--- config.mk ---
export PLATFORM = sky130hd
export DESIGN_NAME = regfile_operand_reader
export DESIGN_NICKNAME = d
export VERILOG_FILES = /design/src/rtl/regfile_operand_reader.sv
export SDC_FILE = /design/constraint.sdc
export NUM_CORES = 2
export LEC_CHECK = 0
export CAP_MARGIN = 40
export CORE_MARGIN = 1
export CORE_UTILIZATION = 40
export CTS_CLUSTER_SIZE = 30
export DETAILED_ROUTE_END_ITERATION = 7
export SLEW_MARGIN = 20
export SYNTH_ARGS = -nofsm -noshare
export SYNTH_HDL_FRONTEND = slang
export SYNTH_SLANG_ARGS = --single-unit
--- constraint.sdc ---
create_clock -name clk -period 3.1 [get_ports clk]
set_clock_uncertainty 0.2 [all_clocks]
set_input_delay 0.93 -clock clk [delete_from_list [all_inputs] [get_ports clk]]
set_output_delay 0.93 -clock clk [all_outputs]
set_load 0.01 [all_outputs]
--- src/rtl/regfile_operand_reader.sv ---
// rtl/regfile_operand_reader.sv - register file with a two-operand read port and writeback bypass
// One registered response slot; operands are snapshotted when a request is accepted.
module regfile_operand_reader #(
  parameter int DATA_W   = 32,
  parameter int NUM_REGS = 32,
  parameter int ADDR_W   = 5,
  parameter int ZERO_REG = 1
) (
  input  logic              clk,
  input  logic              reset,
  input  logic              wr_en,
  input  logic [ADDR_W-1:0] wr_addr,
  input  logic [DATA_W-1:0] wr_data,
  input  logic              req_valid,
  output logic              req_ready,
  input  logic [ADDR_W-1:0] req_rs1,
  input  logic [ADDR_W-1:0] req_rs2,
  input  logic [7:0]        req_tag,
  output logic              rsp_valid,
  input  logic              rsp_ready,
  output logic [DATA_W-1:0] rsp_rs1_data,
  output logic [DATA_W-1:0] rsp_rs2_data,
  output logic [7:0]        rsp_tag
);

  localparam logic [ADDR_W:0] NUM_REGS_W = (ADDR_W+1)'(NUM_REGS);

  logic [DATA_W-1:0] regs [NUM_REGS];
  logic              wr_hit;
  logic              accept;
  logic [DATA_W-1:0] rs1_val;
  logic [DATA_W-1:0] rs2_val;

  function automatic logic in_range(input logic [ADDR_W-1:0] idx);
    return ({1'b0, idx} < NUM_REGS_W);
  endfunction

  function automatic logic is_zero_reg(input logic [ADDR_W-1:0] idx);
    return (ZERO_REG != 0) && (idx == '0);
  endfunction

  // Newest value for an index: the writeback in flight this cycle wins over storage.
  function automatic logic [DATA_W-1:0] read_operand(input logic [ADDR_W-1:0] rs);
    logic [DATA_W-1:0] v;
    v = '0;
    for (int i = 0; i < NUM_REGS; i++) begin
      if (rs == i[ADDR_W-1:0]) v = regs[i];
    end
    if (wr_hit && (wr_addr == rs)) v = wr_data;
    if (is_zero_reg(rs) || !in_range(rs)) v = '0;
    return v;
  endfunction

  assign wr_hit    = wr_en && in_range(wr_addr) && !is_zero_reg(wr_addr);
  assign req_ready = !rsp_valid || rsp_ready;
  assign accept    = req_valid && req_ready;

  always_comb begin
    rs1_val = read_operand(req_rs1);
    rs2_val = read_operand(req_rs2);
  end

  always_ff @(posedge clk or negedge reset) begin
    if (!reset) begin
      for (int i = 0; i < NUM_REGS; i++) regs[i] <= '0;
    end else if (wr_hit) begin
      for (int i = 0; i < NUM_REGS; i++) begin
        if (wr_addr == i[ADDR_W-1:0]) regs[i] <= wr_data;
      end
    end
  end

  // Payload only moves on accept, so a stalled or drained response keeps its last contents.
  always_ff @(posedge clk or negedge reset) begin
    if (!reset) begin
      rsp_valid    <= 1'b0;
      rsp_rs1_data <= '0;
      rsp_rs2_data <= '0;
      rsp_tag      <= '0;
    end else if (accept) begin
      rsp_valid    <= 1'b1;
      rsp_rs1_data <= rs1_val;
      rsp_rs2_data <= rs2_val;
      rsp_tag      <= req_tag;
    end else if (rsp_ready) begin
      rsp_valid    <= 1'b0;
    end
  end

endmodule
==> results.py <==
metrics = {
    "pwr": {
        "internal_power_mw": 30.19,
        "p_per_area_nw_per_um2": 597.7,
        "combinationalPowerShare": 0.190,
        "switching_share": 0.3318,
        "seqPwrFrac": 0.450,
        "power.switching_mw": 14.99,
        "leakagePower_nw": 33.51,
        "power_frac_clock": 0.360,
        "irDropWorstVdd_uv": 620.7,
    },
    "sta": {
        "finalSetupViolCount": 16,
        "grt_setup_unrepaired": "no",
        "fmax_ghz": 0.3109,
        "whs_ns": 0.2729,
        "slew_violations": 0,
        "fin_crit_sh": 1.037,
        "setup_slack_ns": -0.1160,
        "worst_pin_slew_ns": 1.027,
        "period_needed_ns": 3.216,
        "hold_viol_final": 0,
        "relSlewSlack": 0.3152,
    },
    "min_path": {
        "holdPathStages": 2,
        "holdCritStartpoint": "rsp_tag[1]$_DFFE_PN0P_",
        "hp-class": "flip-flop to flip-flop",
        "min_to": "rsp_tag[1]$_DFFE_PN0P_",
    },
    "route": {
        "viasPerCell": 7.124,
        "wl_mm": 381.0,
        "drc": 9,
        "drtIter0Drc": 10916,
        "wl_per_cell_um": 46.36,
        "num_vias": 58544,
        "ant_nets": 0,
        "first_pass_iters": 8,
    },
    "floorplan": {
        "start_util": 0.4048,
        "die-area_um2": 143400,
        "ios": 134,
        "die_h_um": 378.7,
        "row_count": 137,
        "coreArea_um2": 140200,
        "dieWidth_um": 378.7,
    },
    "cts": {
        "ctsLongestPathBuffers": 3,
        "clock_latency_ns": 0.79,
        "clk_pin_slew_ns": 0.06,
        "cts_max_level": 4,
        "cts_tree": "built",
        "clock_sinks": 1065,
        "clockRootBuffer": "clkbuf_16",
        "numCtsBuffers": 131,
    },
    "placed_design": {
        "dpl_cell_area_um2": 70440,
        "dp_hpwl_mm": 290.8,
        "io_buffers": 133,
        "place_congestion": 1.095,
    },
    "status": {
        "status": "finished, violations left",
        "violations": "design-rule violations, negative setup slack",
    },
    "finish": {
        "drive_gt1_frac": 0.4328,
        "finish.utilization": 0.5391,
        "areaGrowthSynthToFinish_pct": 33.17,
        "fillers": 12654,
        "multi_input_area_um2": 28440,
        "nets": 6278,
        "design_area_um2": 75590,
        "regArea_um2": 26650,
    },
    "synth": {
        "synth.cell_area_um2": 56760,
        "synth-edff-count": 0,
        "synth_seq_area_share": 0.4695,
        "synth-async-reset-ratio": 1.000,
        "syn_inst": 5170,
        "ys.flop_type": "dfrtp_1",
        "synth_nets": 5230,
        "yosys_warnings": 0,
        "synth-seq-cells": 1065,
        "syn_avg_cell_area_um2": 10.98,
        "synthDistinctLibCells": 100,
    },
    "setup_path": {
        "crit_fanout": 10,
        "worst-endpoint-arrival_ns": 3.73,
        "worstPathRequired_ns": 3.61,
        "crit_start": "req_rs2[2]",
        "rr_startpoint": "regs[246]$_DFFE_PN0P_",
        "reg2reg_slack_ns": 0.25,
        "cp-start-kind": "primary input",
        "worstRegToRegCells": 9,
        "crit_type": "primary input to flip-flop",
        "timing.rr.end": "rsp_rs1_data[22]$_DFFE_PN0P_",
        "end_kind": "flip-flop",
    },
    "grt": {
        "grt_antenna_before_repair": 31,
        "grt_pass1_vias": 54545,
        "grt_max_degree": 114,
        "overflow": 0,
        "grt_pass1_wl_mm": 502.3,
        "track_usage": 0.5234,
    },
    "run": {
        "drv_cap": 0,
    },
}
cells in the mapped netlist (all sizes together) (9+ instances only):
library cell | instances | area, µm²
dfrtp | 1065 | 26650
mux2 | 1039 | 11700
a22oi | 425 | 3191
nand2 | 344 | 1294
buf | 284 | 1584
nor2 | 282 | 1230
a21oi | 251 | 1256
o21ai | 215 | 1080
clkbuf | 212 | 795.8
nand3 | 98 | 490.5
a221oi | 84 | 742.0
a22o | 66 | 578.1
nand4 | 65 | 406.6
nor3 | 59 | 305.3
o22ai | 50 | 312.8
o221ai | 41 | 365.3
and3 | 39 | 244.0
a31oi | 38 | 237.7
o211ai | 38 | 290.3
a211oi | 37 | 287.8
a222oi | 37 | 370.4
nor2b | 33 | 206.5
mux2i | 26 | 260.3
nand2b | 21 | 133.9
a221o | 19 | 190.2
a2111oi | 18 | 158.9
a21o | 18 | 135.1
or3 | 18 | 112.6
nor4 | 17 | 112.6
inv | 16 | 60.06
a32oi | 15 | 131.4
o31ai | 15 | 112.6
and4 | 12 | 105.1
nand3b | 12 | 101.3
or4 | 11 | 82.58
and2 | 10 | 62.56
nor3b | 10 | 101.4
o21a | 9 | 67.56
flip-flops by register name, indices dropped and copies added (netlist names):
| signal | flops |
|---|---|
| rsp_rs1_data | 32 |
| rsp_rs2_data | 32 |
| regs | 992 |
| rsp_valid | 1 |
| rsp_tag | 8 |
how the worst max path moves through the flow:
stage                                   end  cells after the start
6_report       rsp_rs2_data[10]$_DFFE_PN0P_                     11
5_1_grt        rsp_rs2_data[10]$_DFFE_PN0P_                     11
4_1_cts         rsp_rs1_data[5]$_DFFE_PN0P_                     12
3_5_place_dp   rsp_rs2_data[26]$_DFFE_PN0P_                     12
3_3_place_gp   rsp_rs1_data[22]$_DFFE_PN0P_                     11
2_1_floorplan  rsp_rs2_data[23]$_DFFE_PN0P_                      9
kinds of logic after synthesis:
logic type,synth area share
AO/OA/AOI/OAI,0.1798
XOR/XNOR,0.001675
buffers and inverters,0.04305
flip-flops,0.4695
multiplexers,0.2139
AND/OR/NAND/NOR,0.09208
metrics by stage:
step	power [mW]	instances	setup TNS [ns]	setup WS (ns)
2_1_floorplan	22.50	5170	0	0.1595
3_3_place_gp	28.03	7945	-189.53	-1.500
3_5_place_dp	28.22	7950	-203.79	-1.278
4_1_cts	44.33	8188	0	0.005823
5_1_grt	45.87	8196	0	0.0002887
6_report	45.18	8218	-0.6490	-0.1160
power by group through the flow:
| stage | clock (mW) | sequential [mW] | combinational (mW) |
|---|---|---|---|
| 6_report | 16.3 | 20.3 | 8.59 |
| 5_1_grt | 16.8 | 20.3 | 8.83 |
| 4_1_cts | 16.3 | 19.9 | 8.17 |
| 3_5_place_dp | 0 | 20.1 | 8.10 |
| 3_3_place_gp | 0 | 20.1 | 7.94 |
| 2_1_floorplan | 0 | 18.3 | 4.19 |
worst max-delay path, cell delays in order:
cell,delay (ns)
clkbuf_4,0.23
buf_4,0.15
buf_4,0.22
nor3b_2,0.31
buf_12,0.21
o21ai_0,0.14
a222oi_1,0.56
buf_4,0.25
or4_1,0.26
nand4_1,0.24
a21oi_1,0.18
layout by cell type (no fill, tap or decap), types with 23 or more instances in the layout:
cell type / n
a22o_1: 66
o22ai_1: 50
clkbuf_16: 137
nand4_1: 65
a211oi_1: 34
mux2_2: 1039
mux2i_1: 26
and3_1: 36
nand3_1: 95
dfrtp_1: 1065
nand2_1: 333
nor3_1: 51
nor2_1: 211
clkbuf_8: 23
clkdlybuf4s50_1: 120
nor2_2: 25
o21ai_0: 200
o221ai_1: 36
a21oi_1: 242
o211ai_1: 37
buf_12: 205
a31oi_1: 38
clkbuf_1: 24
a221oi_1: 78
a222oi_1: 37
a22oi_1: 421
nor2b_1: 29
nor2_4: 45
buf_4: 1054
cell type report:
cell class / instances / share of cell area
clock buffers: 182 / 0.05007
clock inverters: 53 / 0.008624
inverters: 17 / 0.0008442
flip-flops and latches: 1065 / 0.3526
diodes: 22 / 0.0007283
multi-input cells: 3592 / 0.3763
well taps: 1876 / 0.03105
repair buffers: 1411 / 0.1798
metal layers:
metal / vias to the layer above / global-route usage / wire length, µm
met4: 31 / 0.3067 / 28170
met5: - / 0 / 311
met3: 1414 / 0.2541 / 60550
met1: 29829 / 0.6888 / 147300
met2: 5423 / 0.6834 / 144700
li1: 21847 / - / -
repair_timing:
action,CTS,global route
cloned,0,1
buffers inserted,3,7
gates resized for setup,44,79
pin swaps,4,17
hold buffers,1,0
setup endpoints to repair,34,42
endpoints found under the hold margin,1,0
Note: power is estimated with default switching activity, not from simulation.
